===== config.mk =====
export PLATFORM = sky130hd
export DESIGN_NAME = temp_convert_pipe
export DESIGN_NICKNAME = d
export VERILOG_FILES = /design/src/rtl/temp_convert_pipe.sv
export SDC_FILE = /design/constraint.sdc
export NUM_CORES = 1
export LEC_CHECK = 0
export BUFFER_PORTS_ARGS = -buffer_cell sky130_fd_sc_hd__buf_2
export CAP_MARGIN = 20
export CELL_PAD_IN_SITES_DETAIL_PLACEMENT = 0
export CELL_PAD_IN_SITES_GLOBAL_PLACEMENT = 2
export CORE_ASPECT_RATIO = 0.9
export CORE_MARGIN = 1
export CORE_UTILIZATION = 39
export DETAILED_ROUTE_END_ITERATION = 8
export GPL_ROUTABILITY_DRIVEN = 0
export GPL_TIMING_DRIVEN = 0
export PLACE_DENSITY_LB_ADDON = 0.1
export SYNTH_ARGS = -nofsm -noshare
export SYNTH_HDL_FRONTEND = slang
export SYNTH_SLANG_ARGS = --single-unit

===== constraint.sdc =====
create_clock -name clk -period 6.9 [get_ports clk]
set_input_delay 1.38 -clock clk [delete_from_list [all_inputs] [get_ports clk]]
set_output_delay 1.38 -clock clk [all_outputs]
set_load 0.05 [all_outputs]

===== src/rtl/temp_convert_pipe.sv =====
// temp_convert_pipe: 3-stage signed F<->C converter, valid/ready on both
// sides, with per-channel last-result readback registers.
module temp_convert_pipe #(
    parameter int W_IN  = 10,
    parameter int W_OUT = 16,
    parameter int FRAC  = 4,
    parameter int NCH   = 4,
    localparam int CW   = (NCH > 1) ? $clog2(NCH) : 1
) (
    input  logic                    clk,
    input  logic                    rst,
    input  logic                    in_valid,
    output logic                    in_ready,
    input  logic signed [W_IN-1:0]  in_temp,
    input  logic                    in_mode,
    input  logic [CW-1:0]           in_ch,
    output logic                    out_valid,
    input  logic                    out_ready,
    output logic signed [W_OUT-1:0] out_temp,
    output logic [CW-1:0]           out_ch,
    output logic                    out_sat,
    input  logic [CW-1:0]           rd_ch,
    output logic signed [W_OUT-1:0] rd_temp,
    output logic                    rd_vld
);

    localparam int N  = W_IN + FRAC + 6;
    localparam int SH = N + 5;
    localparam int SW = SH + 1;
    localparam int RW = SH - 3;
    localparam int PW = N + RW;
    localparam int QW = PW - SH;
    localparam int EW = ((N > W_OUT) ? N : W_OUT) + 1;
    localparam int NS = 1 << CW;

    function automatic logic [NS-1:0] ch_mask();
        logic [NS-1:0] m;
        for (int i = 0; i < NS; i++) m[i] = (i < NCH);
        return m;
    endfunction

    localparam logic [NS-1:0] CH_OK = ch_mask();

    // floor(x/D) == (x*ceil(2^SH/D)) >> SH holds for every x < 2^N, D <= 32
    localparam logic [SW-1:0] P2  = {1'b1, {SH{1'b0}}};
    localparam logic [RW-1:0] R18 = RW'((P2 + SW'(17)) / SW'(18));
    localparam logic [RW-1:0] R10 = RW'((P2 + SW'(9)) / SW'(10));

    localparam logic signed [N-1:0]  KFC  = N'(5 << FRAC);
    localparam logic signed [N-1:0]  KCF  = N'(9 << FRAC);
    localparam logic signed [N-1:0]  F32  = N'(32);
    localparam logic signed [EW-1:0] OFS  = EW'(32 << FRAC);
    localparam logic signed [EW-1:0] MAXV =
        {{(EW-W_OUT+1){1'b0}}, {(W_OUT-1){1'b1}}};
    localparam logic signed [EW-1:0] MINV =
        {{(EW-W_OUT+1){1'b1}}, {(W_OUT-1){1'b0}}};

    logic en1, en2, en3, take, xfer;

    logic              s1_v, s1_neg, s1_mode;
    logic [N-1:0]      s1_x;
    logic [CW-1:0]     s1_ch;
    logic              s2_v, s2_neg, s2_mode;
    logic [QW-1:0]     s2_q;
    logic [CW-1:0]     s2_ch;

    logic signed [N-1:0]      ext, n_val;
    logic [N-1:0]             mag, x_val;
    logic [PW-1:0]            prod;
    logic signed [EW-1:0]     mag3, res;
    logic                     sat_hi, sat_lo;
    logic signed [W_OUT-1:0]  sat_val;

    logic signed [W_OUT-1:0]  chan_reg [NS];
    logic [NS-1:0]            chan_seen;

    assign en3      = !out_valid || out_ready;
    assign en2      = !s2_v || en3;
    assign en1      = !s1_v || en2;
    assign in_ready = en1 && !rst;
    assign take     = in_valid && in_ready;
    assign xfer     = out_valid && out_ready;

    // Round to nearest on |n| as floor((2|n| + d) / 2d), sign restored later
    always_comb begin
        ext   = {{(N-W_IN){in_temp[W_IN-1]}}, in_temp};
        n_val = in_mode ? ext * KCF : (ext - F32) * KFC;
        mag   = n_val[N-1] ? -n_val : n_val;
        x_val = (mag << 1) + (in_mode ? N'(5) : N'(9));
    end

    always_comb begin
        prod = PW'(s1_x) * PW'(s1_mode ? R10 : R18);
    end

    always_comb begin
        mag3 = EW'(s2_q);
        res  = s2_neg ? -mag3 : mag3;
        if (s2_mode) res = res + OFS;
        sat_hi  = (res > MAXV);
        sat_lo  = (res < MINV);
        sat_val = res[W_OUT-1:0];
        if (sat_hi)      sat_val = MAXV[W_OUT-1:0];
        else if (sat_lo) sat_val = MINV[W_OUT-1:0];
    end

    always_ff @(posedge clk or posedge rst) begin
        if (rst) begin
            s1_v      <= 1'b0;
            s1_neg    <= 1'b0;
            s1_mode   <= 1'b0;
            s1_x      <= '0;
            s1_ch     <= '0;
            s2_v      <= 1'b0;
            s2_neg    <= 1'b0;
            s2_mode   <= 1'b0;
            s2_q      <= '0;
            s2_ch     <= '0;
            out_valid <= 1'b0;
            out_temp  <= '0;
            out_ch    <= '0;
            out_sat   <= 1'b0;
        end else begin
            if (en1) s1_v <= take;
            if (take) begin
                s1_neg  <= n_val[N-1];
                s1_mode <= in_mode;
                s1_x    <= x_val;
                s1_ch   <= in_ch;
            end
            if (en2) s2_v <= s1_v;
            if (en2 && s1_v) begin
                s2_neg  <= s1_neg;
                s2_mode <= s1_mode;
                s2_q    <= QW'(prod >> SH);
                s2_ch   <= s1_ch;
            end
            if (en3) out_valid <= s2_v;
            if (en3 && s2_v) begin
                out_temp <= sat_val;
                out_ch   <= s2_ch;
                out_sat  <= sat_hi || sat_lo;
            end
        end
    end

    always_ff @(posedge clk or posedge rst) begin
        if (rst) begin
            for (int i = 0; i < NS; i++) chan_reg[i] <= '0;
            chan_seen <= '0;
            rd_temp   <= '0;
            rd_vld    <= 1'b0;
        end else begin
            if (xfer && CH_OK[out_ch]) begin
                chan_reg[out_ch]  <= out_temp;
                chan_seen[out_ch] <= 1'b1;
            end
            rd_temp <= CH_OK[rd_ch] ? chan_reg[rd_ch] : '0;
            rd_vld  <= CH_OK[rd_ch] && chan_seen[rd_ch];
        end
    end

endmodule

---- Yosys cells after proc, flatten, opt, wreduce, memory -nomap -nowiden ----
Index checks and enable logic that the tools add are counted.
word-level totals
  register bits ........................... 152
  output and inout port bits .............. 38
operators by class
  mux-type cells .......................... 23
  add/subtract/negate cells ............... 5
  bitwise operators ....................... 3
  $mul .................................... 3
  reductions and logical operators ........ 17
  $lt $le $gt $ge ......................... 8
operators with widths
  operator                                              number
  2-to-1 mux 16 bit                                     6
  bitwise mux 64 bit                                    1
  multiplier 20 x 22 -> 42 bit                          1
  2-to-1 mux 21 bit                                     2
  binary-select mux 16 bit (select 2 bit)               1
  demux 16 bit (select 2 bit)                           1
  2-to-1 mux 22 bit                                     1
  adder 21 x 11 -> 21 bit, second input constant        1
  > comparator 21 x 16 -> 1 bit, second input constant  1
  < comparator 21 x 16 -> 1 bit, second input constant  1
  negation 17 -> 21 bit                                 1
  adder 20 x 4 -> 20 bit                                1
  2-to-1 mux 20 bit                                     1
  2-to-1 mux 19 bit                                     1
  negation 19 bit                                       1
  multiplier 10 x 5 -> 15 bit, second input constant    1
  multiplier 11 x 4 -> 15 bit, second input constant    1
  subtractor 10 x 7 -> 11 bit, second input constant    1
  logical AND 1 bit                                     9
  binary-select mux 1 bit (select 2 bit)                3
  >= comparator 3 bit, second input constant            2
  < comparator 2 x 3 -> 1 bit, second input constant    2
  NOT 2 -> 3 bit                                        2
  logical NOT 1 bit                                     4
  7 further kinds                                       13

---- Depth between registers and ports, before layout ----
Gate-level depths: netlist of the first run.
  word-level depth ........................ 7
  depth in mapped cells ................... 26
  gate-level depth less buffers ........... 25

---- Least setup slack after synthesis of the first run ----
OpenSTA, ideal clock, no wires.
  path type ............................... reg2reg
  start ................................... register s1_x[2]
  end ..................................... register s2_q[10]
  library setup time ...................... 0.069 ns
  clock period less this slack ............ 6.916 ns
  path slack .............................. -0.016 ns
  data required time ...................... 6.831 ns
  arrival time ............................ 6.847 ns
  cell stages (with the launch flop) ...... 24
  cell sequence ........................... dfrtp_1 > inv_1 > buf_1 > nor2_1 > fa_1 > inv_1 > fa_1 > fa_1 > inv_1 > fa_1 > fa_1 > fa_1 > inv_1 > fa_1 > inv_1 > ha_1 > nand4_1 > nor4_1 > a21boi_0 > o21ai_0 > nand4b_1 > a211oi_1 > or4b_2 > nand3_1
on the way
  cells in the longest elaborated chain, start to end .. 1
RTL lines
  element                       RTL line  text
  start: declaration            61        logic [N-1:0] s1_x;
  start signal: assignment      128       s1_x <= x_val;
  multiplier 20 x 22 -> 42 bit  93        prod = PW'(s1_x) * PW'(s1_mode ? R10 : R18);
  end signal: assignment        135       s2_q <= QW'(prod >> SH);
  end: declaration              64        logic [QW-1:0] s2_q;
Every way passes these cells.
A chain may end at the register's enable or synchronous reset.

---- Final worst setup path of the first run ----
  start ................................... register s1_x[2]
  end ..................................... register s2_q[15]
The elaborated chain is that of the path after synthesis.

==> flow_results.org, run 1 <==
** Placement
- Detailed placement finished with a half-perimeter wire length of 35.0 mm.
- Worst slack at placement :: -1.47 ns
- Input and output buffers added on the ports amount to 54.
- Including well taps, the total number of placed cells is between 2000 and 2500.

** Logic synthesis
- Number of instances in the synthesized netlist :: between 1500 and 2000
- Count of yosys warnings during synthesis :: 0
- Share of flip-flops with an asynchronous set or reset :: 1.00
- The most used flip-flop cell after synthesis is dfrtp_1.
- In the synthesized netlist, the cells that appear most often are inv_1, ha_1, fa_1.
- Post-synthesis share of cell area spent on and, or, nand and nor gates :: 0.104
- Counting flops with a built-in enable in the synthesized netlist gives 0.
- Of the synthesized area, sequential elements account for 0.228.
- Area contributors post-synth :: dfrtp_1, fa_1, ha_1
- Post-synthesis instance area :: 16400 um2
- Number of distinct library cells after synthesis :: 75
- By area, the combinational part of the netlist is dominated by adder cells.
- After synthesis, the share of cell area in mux cells is 0.0737.
- Largest area contributor in the netlist :: dfrtp_1
- The average instance in the mapped netlist occupies slightly above 10 um2.
- Of the total synthesized cell area, the portion taken by XOR and XNOR cells is 0.0314.
- Of the total synthesized cell area, the portion taken by full adders, half adders and majority gates is 0.394.
- The share of the synthesized area in compound gates (AO/OA/AOI/OAI) is 0.0843.
- The most common cell in the synthesized netlist is inv_1.
- Portion of synthesized cell area occupied by the leading cell type :: 0.228
- Number of register bits inferred by synthesis :: 149

** Routing
- Average wire per standard cell :: ~18 um
- After detailed routing, the met3 layer carries between 1 and 1.5 mm of wire.
- Summing over every cut layer, the via total after detailed routing is between 10000 and 15000.
- In the detailed route, the total length drawn on met2 is about 19 mm.
- Using the TritonRoute via totals, the vias-per-cell ratio works out to between 5 and 6.
- Drt total wl :: 41.5 mm
- The detailed router put a total of 21.3 mm of wire on met1.
- The first TritonRoute pass finished after 5 iterations.
- The detail route stage leaves a number of antenna-violating nets equal to 0.
- The first routing iteration left approximately 570 violations.
- After detailed routing, the number of remaining DRC violations is 0.
- The detailed router used layers up to and including met4.

** Setup path
- STA puts the critical path data required time at 7.21 ns.
- Of all nets on the critical path, the largest fanout is 8.
- Critical R2R Capture :: s2_q[15]
- STA classifies the critical path endpoint as a flip-flop.
- Counting cells, the worst reg-to-reg path comes to 25.
- Internal reg-to-reg setup slack :: 0.21 ns
- Crit start category :: flip-flop
- CP Data Arrival Time :: 7.00 ns
- The critical path is of the flip-flop to flip-flop type.
- In this run the critical register-to-register path is launched from s1_x[2].

** Finish
- The layout has about 4000 filler cells.
- In the final layout, the share of cells above drive strength 1 is 0.181.
- Area of combinational cells with multiple inputs :: approximately 12000 um2
- Cell Count, Final, Fillers Out :: 2255
- Max reg flops :: 64
- Relative to the synthesized area, the layout overhead comes to 13.2%.
- Number of nets in the finished design :: between 2000 and 2500
- The repair_antennas step left the layout with diodes totalling 0.
- Across the whole layout, storage elements account for about 3700 um2.
- Final standard cell utilization of the core :: 0.452

** Timing
- Subtracting the final worst setup slack from the clock period gives about 6.7 ns.
- Top achievable clock speed :: roughly 0.15 GHz
- Worst Setup Slack, final :: slightly above 0.2 ns
- Final hold violations :: 0
- Ratio of final minimum period to clock period :: 0.970
- Between clock sinks in the finished design, the worst skew comes to roughly 0.011 ns.
- Setup repair after global routing could not meet its margin everywhere.
- Relative max-transition margin :: 0.423
- The number of pins with negative max-slew slack in the final report came to 0.
- Slew @ Worst Pin :: a little under 0.9 ns
- Setup violations remaining at the end of the flow were counted as 0.

** Status
- Result of the run :: completed

** GRT
- Global routing finished with a remaining overflow of 0.
- First-pass GRT wire length :: 67.0 mm
- For this run, the total global-route usage over all layers was measured as 0.204.
- The via count of the first global-routing pass is 11800.
- Initial antenna violation count :: 0
- Maximum number of pins on one net before global-route repair :: a little over 80

** Clocking
- TritonCTS clock tree :: built
- Insertion delay of the later-clocked pin in the worst-skew pair :: between 0.4 and 0.5 ns
- Deepest level of the CTS H-tree :: 4
- Clock tree synthesis selected as its root buffer the cell clkbuf_16.
- Clk slew on worst S/H paths :: roughly 0.070 ns
- Clock sink count :: about 150
- Buffers inserted during clock tree synthesis total 17.
- Buffer depth of the longest clock path :: 2

** Floorplan
- Vert. Die Dim :: roughly 200 um
- Die Outline Area :: roughly 43000 um2
- Number of primary I/O pins :: 57
- The region available for standard cell placement spans approximately 41000 um2.
- Row generation in the floorplan step produced 70 rows.
- For this configuration, the core starts out at a cell density of 0.399.
- DIE WIDTH :: 218 um

** Worst hold path
- In this run the most critical hold path is launched from chan_seen[3].
- Along the worst hold path, the cell count comes to 1.
- For hold timing, the worst endpoint is chan_seen[3].
- Hold Crit Class :: flip-flop to flip-flop

** Flow run
- Max_cap viols :: 0
-- layout by cell type, fill, tap and decap left out, types with 32 or more instances in the layout --
cell and instances:
a21oi_1 32, buf_2 58, clkbuf_1 36, dfrtp_1 139, fa_1 160, ha_1 230, inv_1 281, mux2_2 66
nand2_1 114, nor2_1 53, o21ai_0 64
-- worst max-delay path, stage by stage, from the launching register on --
cell	delay [ns]
dfrtp_2	0.45
buf_8	0.16
buf_12	0.15
nand2_8	0.07
nand2_4	0.06
ha_4	0.27
inv_2	0.05
fa_1	0.55
inv_2	0.04
fa_1	0.50
fa_1	0.57
fa_1	0.44
fa_1	0.54
inv_1	0.05
fa_1	0.52
inv_2	0.05
ha_4	0.26
nand4_1	0.18
a311oi_2	0.31
o2111ai_2	0.18
and4b_2	0.30
a211oi_4	0.37
buf_4	0.17
o31ai_1	0.07
xor2_1	0.17
o21ai_1	0.07
-- how the worst max path moves through the flow --
stage | start | to | slack [ns]
4_1_cts | s1_x[2] | s2_q[16] | 0.006
5_1_grt | s1_x[19] | s2_q[15] | -0.01
6_report | s1_x[2] | s2_q[15] | 0.21
3_3_place_gp | s1_x[2] | s2_q[10] | -1.58
2_1_floorplan | s1_x[2] | s2_q[10] | 0.11
3_5_place_dp | s1_x[2] | s2_q[10] | -1.47
-- area by class of cell --
cell class	instances	area share
Inverter	292	0.0597
Clock buffer	17	0.0230
Tap cell	540	0.0365
Clock inverter	15	0.00993
Multi-Input combinational cell	1113	0.625
Timing Repair Buffer	75	0.0247
Buffer	54	0.0190
Sequential cell	149	0.202
-- routing by layer --
layer | global-route usage | vias up
li1 | - | 5551
met1 | 0.304 | 5627
met2 | 0.318 | 150
met3 | 0.0255 | 20
met4 | 0.0420 | 0
met5 | 0 | -
-- timing repair --
item	in CTS	in global routing
hold buffers	0	0
buffers inserted	5	14
resized for setup	32	88
hold endpoints to repair	0	0
pin swaps	8	19
setup endpoints to repair	17	15
-- through the flow --
| step | hold slack, ns | area, um2 | setup TNS, ns |
|---|---|---|---|
| after floorplan | 0.429 | 16400 | 0 |
| after global placement | 0.447 | 17300 | -85.07 |
| after detailed placement | 0.449 | 17400 | -19.00 |
| after CTS | 0.468 | 18100 | 0 |
| after global routing | 0.488 | 18500 | -0.0121 |
| final | 0.465 | 18500 | 0 |
-- kinds of logic after synthesis --
family	Yosys count
DFF	149
AOI/OAI and AO/OA	209
muxes	91
other	2
buffers and inverters	346
adders and majority gates	411
and+or+nand+nor	336
xor gates and xnor gates	57
Power of run 1 is not shown: default switching activity piles up to over one toggle a cycle in this logic, so the estimate is an artifact.
==> run 2, diff against run 1 <==
ABC_AREA = 1   (was unset)
CORE_UTILIZATION = 36   (was 39)
==> flow_results.org, run 2 <==
** Status
- Result of the run :: completed

** Setup path
- By instance count, the cell type seen most on the critical path is fa_1.
- Maximum net fanout on the critical path :: 10
- On the worst path, the slowest cell contributes a delay of roughly 0.6 ns.
- Internal reg-to-reg setup slack :: around 0.24 ns
- Among cell families on the critical path, the largest total delay comes from adder cells.
- The number of buffers and inverters on the critical path is 7.
- Worst r2r src :: s1_x[2]
- Critical-path top delay cell :: fa_1
- Worst setup path startpoint :: s1_x[2]
- Counting cells, the worst reg-to-reg path comes to 26.
- End of the critical path :: s2_q[13]
- Type of destination of the critical path :: flip-flop
- The critical path crosses 26 cells after its start point.
- The worst register-to-register path ends at s2_q[13].
- CP Data Arrival Time :: about 7 ns
- Crit start category :: flip-flop
- Endpoint required time on the critical path :: 7.23 ns
- Path type of the worst setup path :: flip-flop to flip-flop

** GRT
- Initial antenna violation count :: 0
- Entering global routing, the biggest net connects between 100 and 150 pins.
- Via count of the first global-routing pass :: 14100
- The total overflow left after global routing is 0.
- The first global-routing pass estimated 80.4 mm of wire.
- Across every metal layer, demand over resource in global routing totals 0.217.

** Floorplan
- From left edge to right edge, the die measures ~230 um.
- Vert. Die Dim :: approximately 210 um
- Die Outline Area :: 48700 um2
- The initial utilization of the core area, before any placement, comes to 0.367.
- Number of primary I/O pins :: 57
- Number of core rows :: between 70 and 80
- Core footprint :: around 47000 um2

** Logic synthesis
- In this run, distinct cell masters in the synthesized netlist total 49.
- Top_reg_cell synth :: dfrtp_1
- Largest area contributor in the netlist :: dfrtp_1
- Sequential cell area fraction in the yosys report :: 0.217
- Number of register bits inferred by synthesis :: around 150
- Share of flip-flops with an asynchronous set or reset :: 1.00
- Portion of synthesized cell area occupied by the leading cell type :: 0.217
- Area contributors post-synth :: dfrtp_1, fa_1, ha_1
- Mapped Avg Cell Area :: 8.03 um2
- Number of instances in the synthesized netlist :: 2144
- Commonest cells post-synth :: inv_1, nand2_1, ha_1
- Summing every instance area after synthesis gives around 17000 um2.
- EDFF count, synth :: 0
- Most frequent cell after synthesis :: inv_1
- Count of yosys warnings during synthesis :: 0

** Placement
- I/O Buffers :: 56
- Once detailed placement completed, the half-perimeter wirelength came to 41.9 mm.
- Post-placement cell area :: approximately 18000 um2

** Clocking
- Library cell used as clock root buffer :: clkbuf_16
- The clock drives approximately 150 sinks.
- Clock-pin slew was measured on the worst setup and hold paths at roughly 0.070 ns.
- Deepest level of the CTS H-tree :: 4
- In this run, CTS created clock tree buffers numbering 17.
- The longest clock path from root to sink contains 2 buffers.
- TritonCTS built the clock tree.
- The number of hold buffers added after CTS was 0.
- Clock latency on the worst-skew pair, taken at its later pin, is around 0.47 ns.

** Routing
- The detailed router finished its first iteration with around 710 violations.
- Antenna viol nets, final :: 0
- The first TritonRoute pass finished after 5 iterations.
- Summed over all layers, the routed wires come to 50.3 mm.
- In the routed design, unresolved DRC markers number 0.
- After detailed routing, the average wire length per cell comes to between 15 and 20 um.
- The routed layout has approximately 14000 vias.
- In the routed layout, each cell is associated on average with a via count of 4.80.

** Timing
- Relative max-transition margin :: 0.369
- For the pin with the worst max-slew slack, the measured transition is 0.946 ns.
- Final-report max-slew violation count :: 0
- Dividing the final minimum period by the clock period gives 0.965.
- Final hold violations :: 0
- Top achievable clock speed :: roughly 0.15 GHz
- Between clock sinks in the finished design, the worst skew comes to between 0.015 and 0.02 ns.
- Total setup violations reported at the end of the flow :: 0
- Setup repair after global routing could not meet its margin everywhere.
- Post-layout minimum cycle time :: roughly 6.7 ns

** Finish
- Fraction of final layout cells sized beyond drive strength 1 :: 0.0895
- Relative to the synthesized area, the layout overhead comes to 11.3%.
- Number of nets in the finished design :: around 2700
- Leaving out fill and tap cells, the most frequent cell in the layout is inv_1.
- The filler cells instantiated in the layout total 4900.
- The register with the most flip-flops in the layout has between 60 and 70 of them.
- The library cells used most frequently in the layout, excluding fill and tap cells, are inv_1, nand2_1, ha_1.
- Cell area after layout :: around 19000 um2

** Worst hold path
- The path class of the tightest hold or removal check is flip-flop to flip-flop.

** Flow run
- Max_cap viols :: 0
## run 2: cell count changes in the layout (fill, tap and decap cells not counted), sizes merged, moves of 66 or more
| cell | change |
|---|---|
| inv | +162 |
| mux2 | -66 |
| nand2 | +315 |
| nand3 | +90 |
| nor2 | +110 |
| o21ai | +97 |
## run 2: how the worst min path moves through the flow
stage          depth (start not counted)           end  slack (ns)          from
2_1_floorplan                          2  chan_seen[1]        0.42  chan_seen[1]
4_1_cts                                2  chan_seen[1]        0.46  chan_seen[1]
6_report                               2  chan_seen[1]        0.46  chan_seen[1]
3_3_place_gp                           2  chan_seen[1]        0.44  chan_seen[1]
3_5_place_dp                           2  chan_seen[1]        0.44  chan_seen[1]
5_1_grt                                2  chan_seen[0]        0.50  chan_seen[0]
## run 2: cell families after synthesis
group                    count (synthesis)  synth area share
AND/OR/NAND/NOR                        768             0.193
XOR/XNOR                                37            0.0193
adder cells (fa/ha/maj)                411             0.374
flip-flops                             149             0.217
buffers and inverters                  506             0.112
AO/OA/AOI/OAI                          271            0.0843
other                                    2          0.000436
## run 2: repair_timing
action                                  4_1_cts  5_1_grt
gates resized for setup                      22       33
buffers inserted                              5        2
pin swaps                                     4        9
endpoints found under the setup margin       17       15
## run 2: cell type report
type | instances | area (um2) | area share
antenna | 1 | 2.50 | 0.000131
sequential | 149 | 3730 | 0.195
clock buffer | 17 | 425 | 0.0222
multi-input combinational | 1496 | 11700 | 0.611
timing repair buffer | 64 | 364 | 0.0190
clock inverter | 15 | 183 | 0.00954
tap | 616 | 771 | 0.0402
inverter | 454 | 1720 | 0.0895
buffer | 52 | 254 | 0.0133
## run 2: per-stage QoR
stage	hold WS, ns	setup WS [ns]	instances	utilization	TNS, ns
after global routing	0.495	-0.0363	2863	0.408	-0.0826
after global placement	0.437	-1.52	2823	0.390	-139.92
after detailed placement	0.440	-1.42	2824	0.391	-18.91
after floorplan	0.419	0.435	2151	-	0
final	0.455	0.244	2864	0.408	0
after CTS	0.457	0.00617	2861	0.406	0
## run 2: layer usage
layer,share of wire,vias up,GRT usage
li1,-,6885,-
met1,0.51,6632,0.319
met2,0.45,170,0.333
met3,0.027,48,0.0288
met4,0.017,0,0.0566
met5,0,-,0
## run 2: worst reg2reg max path: cells and delay by family, from the launching register on
family | cells | cell delay (ns)
DFF | 1 | 0.43
and+or+nand+nor | 6 | 0.62
AOI/OAI and AO/OA | 5 | 0.79
adders and majority gates | 8 | 3.98
buffers and inverters | 7 | 0.74
Power of run 2 is left out for the same reason.
